<file path="src/rtl/sgm_pkg.sv">
// Shared defaults, helpers and latency constant for the SGM aggregation blocks.
package sgm_pkg;

    localparam int SGM_DISP_RANGE = 4;
    localparam int SGM_COST_WIDTH = 6;
    localparam int SGM_ACC_WIDTH  = 8;
    localparam int SGM_P1         = 2;
    localparam int SGM_P2         = 8;

    // Register stages between cost_in/prev_in and agg_out; the row delay is sized from it.
    localparam int AGG_LATENCY    = 3;

    function automatic int clog2(input int value);
        int result;
        int v;
        result = 0;
        v = value - 1;
        while (v > 0) begin
            result = result + 1;
            v = v >>> 1;
        end
        return result;
    endfunction

endpackage

</file>
<file path="src/rtl/sgm_min_tree.sv">
// Combinational minimum of N packed W-bit elements, built as a balanced binary tree.
module sgm_min_tree
    import sgm_pkg::*;
#(
    parameter int N = SGM_DISP_RANGE,
    parameter int W = SGM_ACC_WIDTH
) (
    input  logic [N*W-1:0] vec,
    output logic [W-1:0]   min_out
);

    localparam int LEVELS = clog2(N);
    localparam int NP     = 1 << LEVELS;

    // Heap layout: node 1 is the root, leaves occupy NP..2*NP-1; padding leaves never win.
    logic [W-1:0] node [1:2*NP-1];

    genvar gi;
    generate
        for (gi = 0; gi < NP; gi = gi + 1) begin : g_leaf
            if (gi < N) begin : g_real
                assign node[NP+gi] = vec[gi*W +: W];
            end else begin : g_pad
                assign node[NP+gi] = '1;
            end
        end
        for (gi = 1; gi < NP; gi = gi + 1) begin : g_node
            assign node[gi] = (node[2*gi] < node[2*gi+1]) ? node[2*gi] : node[2*gi+1];
        end
    endgenerate

    assign min_out = node[1];

endmodule

</file>
<file path="src/rtl/sgm_vertical_aggregator.sv">
// SGM top-to-bottom path cost L(p,d), one pixel per ce, three ce-gated pipeline stages.
// Define SGM_AGG_SATURATE_EN to clamp the result instead of wrapping it.
module sgm_vertical_aggregator
    import sgm_pkg::*;
#(
    parameter int DISP_RANGE  = SGM_DISP_RANGE,
    parameter int COST_WIDTH  = SGM_COST_WIDTH,
    parameter int ACC_WIDTH   = SGM_ACC_WIDTH,
    parameter int P1          = SGM_P1,
    parameter int P2          = SGM_P2,
    parameter int IMAGE_WIDTH = 640
) (
    input  logic                            clk,
    input  logic                            rst,
    input  logic                            ce,
    input  logic                            frame_start,
    input  logic [DISP_RANGE*COST_WIDTH-1:0] cost_in,
    input  logic [DISP_RANGE*ACC_WIDTH-1:0]  prev_in,
    output logic [DISP_RANGE*ACC_WIDTH-1:0]  agg_out,
    output logic                            out_valid
);

    localparam int SUM_W = ACC_WIDTH + 2;
    localparam int COL_W = (clog2(IMAGE_WIDTH) < 1) ? 1 : clog2(IMAGE_WIDTH);

    logic [COL_W-1:0] col_reg, col_next, pix_col;
    logic             first_row_reg, first_row_next, pix_first_row;

    logic [DISP_RANGE*COST_WIDTH-1:0] s1_cost_reg, s2_cost_reg;
    logic [DISP_RANGE*ACC_WIDTH-1:0]  s1_prev_reg;
    logic [ACC_WIDTH-1:0]             s1_min_reg, s2_min_reg, prev_min;
    logic                             s1_first_row_reg, s2_first_row_reg;
    logic [DISP_RANGE*SUM_W-1:0]      s2_cand_reg, cand_next;
    logic [DISP_RANGE*ACC_WIDTH-1:0]  agg_reg, agg_next;
    logic [AGG_LATENCY-1:0]           valid_sr_reg;

    // frame_start overrides the running counter for the pixel it arrives with.
    always_comb begin
        pix_col       = frame_start ? '0 : col_reg;
        pix_first_row = frame_start | first_row_reg;
        col_next      = pix_col + COL_W'(1);
        first_row_next = pix_first_row;
        if (pix_col == COL_W'(IMAGE_WIDTH - 1)) begin
            col_next       = '0;
            first_row_next = 1'b0;
        end
    end

    sgm_min_tree #(
        .N (DISP_RANGE),
        .W (ACC_WIDTH)
    ) u_min_tree (
        .vec     (prev_in),
        .min_out (prev_min)
    );

    genvar gi;
    generate
        for (gi = 0; gi < DISP_RANGE; gi = gi + 1) begin : g_cand
            logic [SUM_W-1:0] self_c, left_c, right_c, far_c, lr_min, sf_min;

            assign self_c = SUM_W'(s1_prev_reg[gi*ACC_WIDTH +: ACC_WIDTH]);
            assign far_c  = SUM_W'(s1_min_reg) + SUM_W'(P2);

            // Missing neighbours at the disparity edges are replaced by an unbeatable value.
            if (gi > 0) begin : g_left
                assign left_c = SUM_W'(s1_prev_reg[(gi-1)*ACC_WIDTH +: ACC_WIDTH]) + SUM_W'(P1);
            end else begin : g_no_left
                assign left_c = '1;
            end
            if (gi < DISP_RANGE - 1) begin : g_right
                assign right_c = SUM_W'(s1_prev_reg[(gi+1)*ACC_WIDTH +: ACC_WIDTH]) + SUM_W'(P1);
            end else begin : g_no_right
                assign right_c = '1;
            end

            assign lr_min = (left_c < right_c) ? left_c : right_c;
            assign sf_min = (self_c < far_c) ? self_c : far_c;
            assign cand_next[gi*SUM_W +: SUM_W] = (lr_min < sf_min) ? lr_min : sf_min;
        end

        for (gi = 0; gi < DISP_RANGE; gi = gi + 1) begin : g_out
            logic [SUM_W-1:0] c_ext, m_ext, cand;

            assign c_ext = SUM_W'(s2_cost_reg[gi*COST_WIDTH +: COST_WIDTH]);
            assign m_ext = SUM_W'(s2_min_reg);
            assign cand  = s2_cand_reg[gi*SUM_W +: SUM_W];

`ifdef SGM_AGG_SATURATE_EN
            logic [SUM_W-1:0] full;
            // cand >= m always, so the subtraction cannot underflow.
            assign full = s2_first_row_reg ? c_ext : (c_ext + cand - m_ext);
            assign agg_next[gi*ACC_WIDTH +: ACC_WIDTH] =
                (full > SUM_W'({ACC_WIDTH{1'b1}})) ? {ACC_WIDTH{1'b1}} : full[ACC_WIDTH-1:0];
`else
            assign agg_next[gi*ACC_WIDTH +: ACC_WIDTH] =
                s2_first_row_reg ? ACC_WIDTH'(c_ext) : ACC_WIDTH'(c_ext + cand - m_ext);
`endif
        end
    endgenerate

    always_ff @(posedge clk or negedge rst) begin
        if (!rst) begin
            col_reg          <= '0;
            first_row_reg    <= 1'b1;
            s1_cost_reg      <= '0;
            s1_prev_reg      <= '0;
            s1_min_reg       <= '0;
            s1_first_row_reg <= 1'b0;
            s2_cost_reg      <= '0;
            s2_cand_reg      <= '0;
            s2_min_reg       <= '0;
            s2_first_row_reg <= 1'b0;
            agg_reg          <= '0;
            valid_sr_reg     <= '0;
        end else if (ce) begin
            col_reg          <= col_next;
            first_row_reg    <= first_row_next;
            s1_cost_reg      <= cost_in;
            s1_prev_reg      <= prev_in;
            s1_min_reg       <= prev_min;
            s1_first_row_reg <= pix_first_row;
            s2_cost_reg      <= s1_cost_reg;
            s2_cand_reg      <= cand_next;
            s2_min_reg       <= s1_min_reg;
            s2_first_row_reg <= s1_first_row_reg;
            agg_reg          <= agg_next;
            valid_sr_reg     <= {valid_sr_reg[AGG_LATENCY-2:0], 1'b1};
        end
    end

    assign agg_out   = agg_reg;
    assign out_valid = valid_sr_reg[AGG_LATENCY-1];

endmodule

</file>
<file path="config.mk">
export PLATFORM = sky130hd
export DESIGN_NAME = sgm_vertical_aggregator
export DESIGN_NICKNAME = d
export VERILOG_FILES = /design/src/rtl/sgm_pkg.sv /design/src/rtl/sgm_min_tree.sv /design/src/rtl/sgm_vertical_aggregator.sv
export SDC_FILE = /design/constraint.sdc
export NUM_CORES = 1
export LEC_CHECK = 0
export BUFFER_PORTS_ARGS = -buffer_cell sky130_fd_sc_hd__buf_4
export CAP_MARGIN = 10
export CORE_UTILIZATION = 35
export CTS_CLUSTER_SIZE = 10
export DETAILED_ROUTE_END_ITERATION = 8
export HOLD_SLACK_MARGIN = 0.06
export PLACE_DENSITY = 0.61
export SLEW_MARGIN = 0
export SYNTH_ARGS = -nofsm -noshare
export SYNTH_HDL_FRONTEND = slang
export SYNTH_SLANG_ARGS = --single-unit
</file>
<file path="constraint.sdc">
create_clock -name clk -period 12.2 [get_ports clk]
set_input_delay 0.61 -clock clk [delete_from_list [all_inputs] [get_ports clk]]
set_output_delay 0.61 -clock clk [all_outputs]
set_load 0.005 [all_outputs]
</file>
==> results of run 1 <==
## per-layer routing
metal / GRT usage (%) / part of all wire, %
met5: 0 / 0
met4: 5.62 / 2.2
met3: 3.62 / 5.2
met2: 28.5 / 44
met1: 26.6 / 49
## kinds of logic after synthesis
| logic type | Yosys count | share of synthesized area [%] |
|---|---|---|
| AOI/OAI and AO/OA | 344 | 17.3 |
| xor gates and xnor gates | 51 | 3.55 |
| and+or+nand+nor | 329 | 12.0 |
| DFF | 176 | 35.0 |
| other | 1 | 0.0298 |
| adders and majority gates | 160 | 17.3 |
| buffers and inverters | 207 | 6.20 |
| muxes | 99 | 8.60 |
## final cells by class
type | instances | area share, %
Clock buffer | 18 | 3.07
Clock inverter | 14 | 0.988
Inverter | 155 | 4.07
Multi-Input combinational cell | 987 | 51.8
Sequential cell | 176 | 30.8
Tap cell | 461 | 4.03
Timing Repair Buffer | 99 | 5.27
## metrics by stage
stage / util [%] / total power (uW) / std cells
3_5_place_dp: 38.7 / 2620 / 1877
2_1_floorplan: - / 2170 / 1370
5_1_grt: 40.3 / 3480 / 1910
4_1_cts: 40.3 / 3180 / 1909
3_3_place_gp: 38.7 / 2580 / 1877
6_report: 40.3 / 3170 / 1910
## worst min path at each step
stage | start | endpoint | slack [ns] | cells after the start
3_5_place_dp | valid_sr_reg[0] | valid_sr_reg[0] | 0.46 | 1
5_1_grt | cost_in[17] | s1_cost_reg[17] | 0.37 | 2
2_1_floorplan | rst | agg_out[0] | 0.31 | 0
3_3_place_gp | valid_sr_reg[0] | valid_sr_reg[0] | 0.45 | 1
4_1_cts | rst | agg_out[15] | 0.33 | 1
6_report | rst | s1_cost_reg[9] | 0.25 | 1
## cell usage after synthesis, drive strengths merged (20+ instances only)
master	count	area share, %
nor3	20	0.80
a21oi	128	5.1
dfrtp	175	35
nor2	113	3.4
nor2b	20	0.99
nand3	27	1.1
o21ai	77	3.1
ha	136	14
nand2	90	2.7
inv	155	4.6
xnor2	34	2.4
mux2	73	6.5
fa	24	3.8
clkbuf	39	1.2
mux2i	26	2.1
## power groups by stage
stage	sequential [uW]	clock, uW	combinational [uW]
2_1_floorplan	774	0	1400
5_1_grt	838	579	2060
4_1_cts	823	559	1800
3_5_place_dp	835	0	1780
3_3_place_gp	830	0	1750
6_report	824	542	1810
## worst max-delay path: cells and delay by family, from the launching register on
family,cells,cell delay (ns)
AO/OA/AOI/OAI,9,2.45
XOR/XNOR,1,0.27
adder cells (fa/ha/maj),2,0.66
buffers and inverters,1,0.22
flip-flops,1,0.67
multiplexers,1,0.44
AND/OR/NAND/NOR,5,0.89
==> impl_metrics.tcl, run 1 <==
set metrics [dict create \
    status "finished clean" \
    insertion_delay_ns 0.45 \
    period_share_pct 46.6 \
    slowest_delay_ns 0.89 \
    switchingPower_uw 1410 \
    io_buffer_count 92 \
    wl_per_cell_microns 17.3 \
    dieArea_sq_mm 0.0367 \
    die_w_microns 192 \
    cts_setup_buffers 0 \
    drv_cap 0 \
    timing.final.crit_period_ns 5.68 \
    core_area_sq_mm 0.0355 \
    worst_pin_slew_ns 1.17 \
    grt_use_total_pct 18.7 \
    gp_congestion 0.925 \
    worst-endpoint-arrival_ns 6.06 \
    r2r-start "s1_min_reg[3]" \
    fin_worst_skew_ns 0.0134 \
    hold_violations 0 \
    worst_slack_ns 6.52 \
    p_sw_share_pct 44.3 \
    grt-ovfl-total 0 \
    worstRegToRegCells 19 \
    drive_gt1_share_pct 15.1 \
    yosys_most_used_dff "dfrtp_1" \
    setup_viol 0 \
    clkPwrFrac_pct 17.1 \
    grt_pass1_wl_microns 52600 \
    die_height_microns 192 \
    num_vias 9975 \
    power_frac_seq_pct 26.0 \
    final-seq-area_sq_mm 0.00441 \
    ios 93 \
    total_leakage_power_uw 0.00683 \
    ant_nets 0 \
    grt_pass1_vias 9603 \
    clockBufferDepth 2 \
    finalSetupTns_ns 0 \
    netlist_area_sq_mm 0.0126 \
    ctsHoldBuffers 0 \
    synthCells 1367 \
    cp-endpoint "s2_cand_reg[5]" \
    dpl.hpwl_microns 25300 \
    cts_root_buf "clkbuf_16" \
    syn2layout_area_growth_pct 13.7 \
    hold_path_class "in -> async" \
    r2r-end "s2_cand_reg[5]" \
    final_common_cell "dfrtp_1" \
    start_util_pct 35.5 \
    cts_buffers 17 \
    power_density_mw_per_mm2 222 \
    crit_top_cell "a21oi_1" \
    synthArstFlopShare_pct 100 \
    relSlewSlack_pct 21.3 \
    endpoint_kind "register" \
    drt-vias-per-instance 5.22 \
    fillers 3554 \
    path_class "reg -> reg" \
    rsz0062_at_grt "false" \
    multi_input_area_sq_mm 0.00741 \
    placement_rows 69 \
    drtPass1Iterations 5 \
    fmax_mhz 176 \
    preCtsSetupSlack_ns 6.58 \
    drc 0 \
    drt_iter0_markers 572 \
    slowest_stage "o21ai_0" \
    crit_path_start "s1_min_reg[3]" \
    layout_common_cells "175 x dfrtp_1, 155 x inv_1, 136 x ha_1" \
    htree_levels 4 \
    ys_seq_area_share_pct 35.0 \
    worst_setup_path_start_kind "register" \
    crit_path_cell_trace "and3_1 > xor2_1 > inv_1 > ha_1 > nand4_1 > o211ai_1 > a21oi_1 > or2_2 > a21oi_1 > ha_1 > a21o_1 > a21oi_1 > nor2b_1 > o21ai_0 > a211o_1 > nand2_1 > o21ai_0 > mux2_2 > a21oi_1" \
    synth_cell_type_count 67 \
    reg2reg_slack_ns 6.52 \
    nNetsFinal 1656 \
    grt_max_degree 113 \
    synth_edf_count 0 \
    wl_microns 33000 \
    diodes 0 \
    ctsResizeCount 0 \
    cts_tree "yes" \
    post-route-cell-area_sq_mm 0.0143 \
    synth-seq-cells 176 \
    post_dp_cell_area_sq_mm 0.0137 \
    path_max_fanout 12 \
    slew_violations 0 \
    max-vdd-ir-drop_mv 0.109 \
    antenna_found_initial 1 \
    clock_sinks 176 \
    required_ns 12.58 \
    yosysWarnings 0 \
    syn_area_per_cell_sq_um 9.21 \
    power_frac_comb_pct 56.9 \
    hold-worst-slack_ns 0.250 \
    clk_pin_slew_ns 0.08 \
    p_int_uw 1770 \
]
No activity file was read; power rests on OpenSTA's default activity.
==> run 2: changes to the inputs <==
Clock period 12.2 ns to 5.4 ns, I/O delays scaled along.
==> impl_metrics.tcl, run 2 (synthesis gave the netlist of run 1 again) <==
set metrics [dict create \
    required_ns 5.77 \
    fmax_mhz 198 \
    grt_pass1_wl_microns 55200 \
    final-seq-area_sq_mm 0.00441 \
    drtPass1Iterations 5 \
    clockBufferDepth 2 \
    drv_cap 0 \
    wl_microns 34400 \
    max-vdd-ir-drop_mv 0.279 \
    num_vias 10300 \
    core_area_sq_mm 0.0355 \
    dpl.hpwl_microns 26600 \
    ant_nets 0 \
    diodes 0 \
    status "finished clean" \
    cts_buffers 17 \
    wl_per_cell_microns 17.3 \
    multi_input_area_sq_mm 0.00742 \
    gp_congestion 0.996 \
    die_w_microns 192 \
    layout_common_cells "175 x dfrtp_1, 155 x inv_1, 136 x ha_1" \
    cts_root_buf "clkbuf_16" \
    drt-vias-per-instance 5.18 \
    io_buffer_count 92 \
    endpoint_kind "register" \
    hold_path_class "in -> reg" \
    die_height_microns 192 \
    worst_slack_ns 0.350 \
    total_leakage_power_uw 0.00718 \
    hold-worst-slack_ns 0.0792 \
    period_share_pct 93.5 \
    nNetsFinal 1731 \
    post_dp_cell_area_sq_mm 0.0140 \
    start_util_pct 35.5 \
    drt_iter0_markers 589 \
    worst_setup_path_start_kind "register" \
    drive_gt1_share_pct 16.9 \
    hold_violations 0 \
    fillers 3474 \
    slew_violations 0 \
    clock_sinks 176 \
    cts_tree "yes" \
    worst_pin_slew_ns 0.864 \
    antenna_found_initial 0 \
    fin_worst_skew_ns 0.0120 \
    path_max_fanout 8 \
    setup_viol 0 \
    ios 93 \
    grt-ovfl-total 0 \
    syn2layout_area_growth_pct 19.3 \
    timing.final.crit_period_ns 5.05 \
    dieArea_sq_mm 0.0367 \
    relSlewSlack_pct 42.4 \
    insertion_delay_ns 0.45 \
    preCtsSetupSlack_ns 0.286 \
    cts_setup_buffers 0 \
    finalSetupTns_ns 0 \
    clk_pin_slew_ns 0.07 \
    rsz0062_at_grt "false" \
    drc 0 \
    grt_use_total_pct 19.7 \
    grt_pass1_vias 9934 \
    post-route-cell-area_sq_mm 0.0150 \
    worst-endpoint-arrival_ns 5.42 \
    grt_max_degree 95 \
    power_density_mw_per_mm2 498 \
    path_class "reg -> reg" \
    final_common_cell "dfrtp_1" \
    htree_levels 4 \
    placement_rows 69 \
]
==> run 2: cell count changes in the layout (fill, tap and decap cells not counted), moves of 2 or more <==
cell           previous run  this run
buf_4                    96       134
dlygate4sd3_1             0        38
bufinv_16                 0         2
clkinv_4                  3         1
o21ai_0                  76        74
o21ai_1                   1         3
==> run 2: final timing paths <==
check	start	end	slack [ns]	depth (start not counted)
setup / recovery	s1_prev_reg[1]	s2_cand_reg[11]	0.35	21
hold / removal	prev_in[0]	s1_prev_reg[0]	0.08	3
setup reg to reg	s1_prev_reg[1]	s2_cand_reg[11]	0.35	21
hold reg to reg	valid_sr_reg[0]	valid_sr_reg[0]	0.48	1
max in group asynchronous	rst	s1_prev_reg[17]	3.78	3
min in group asynchronous	rst	s1_cost_reg[9]	0.42	2
==> run 2: timing repair <==
item	CTS	global route
hold buffers	38	0
gates resized for setup	0	3
hold endpoints to repair	112	0
setup endpoints to repair	0	7
==> run 2: per-stage QoR <==
| step | instances | power, uW | util (%) |
|---|---|---|---|
| final | 1985 | 7480 | 42.3 |
| after global routing | 1985 | 8200 | 42.3 |
| after CTS | 1985 | 7500 | 42.3 |
| after detailed placement | 1915 | 6110 | 39.5 |
| after global placement | 1915 | 6050 | 39.5 |
| after floorplan | 1370 | 4910 | - |
==> run 2: metal layers <==
metal | vias up | GRT usage (%) | part of all wire (%)
met4 | 0 | 5.68 | 2.2
met1 | 4893 | 27.8 | 49
met5 | - | 0 | 0
met3 | 45 | 4.02 | 5.3
met2 | 258 | 30.4 | 44
li1 | 5080 | - | -
==> run 2: power by group <==
part | total, uW | internal, uW | switching (uW)
registers | 1840 | 1570 | 272
clock network | 1330 | 718 | 616
logic | 4310 | 1940 | 2370
total | 7480 | 4220 | 3260
==> run 2: area by class of cell <==
class	count	area share (%)
clock buffers	18	2.92
clock inverters	14	1.22
inverters	155	3.88
multi-input cells	987	49.4
flip-flops and latches	176	29.3
well taps	461	3.84
repair buffers	174	9.40
==> run 2: worst max-delay path: stages, from the launching register on <==
cell	delay (ns)
dfrtp_1	0.49
and3_1	0.19
nand3_1	0.11
xor2_1	0.21
inv_1	0.07
ha_1	0.19
inv_1	0.07
a311oi_1	0.05
a311o_1	0.34
a221o_1	0.36
a41oi_2	0.22
mux2_2	0.39
ha_1	0.32
a21o_1	0.19
a211oi_1	0.23
o21bai_1	0.10
a21o_1	0.18
a21o_1	0.18
or2_2	0.32
o31ai_4	0.26
mux2_2	0.38
mux2i_1	0.13
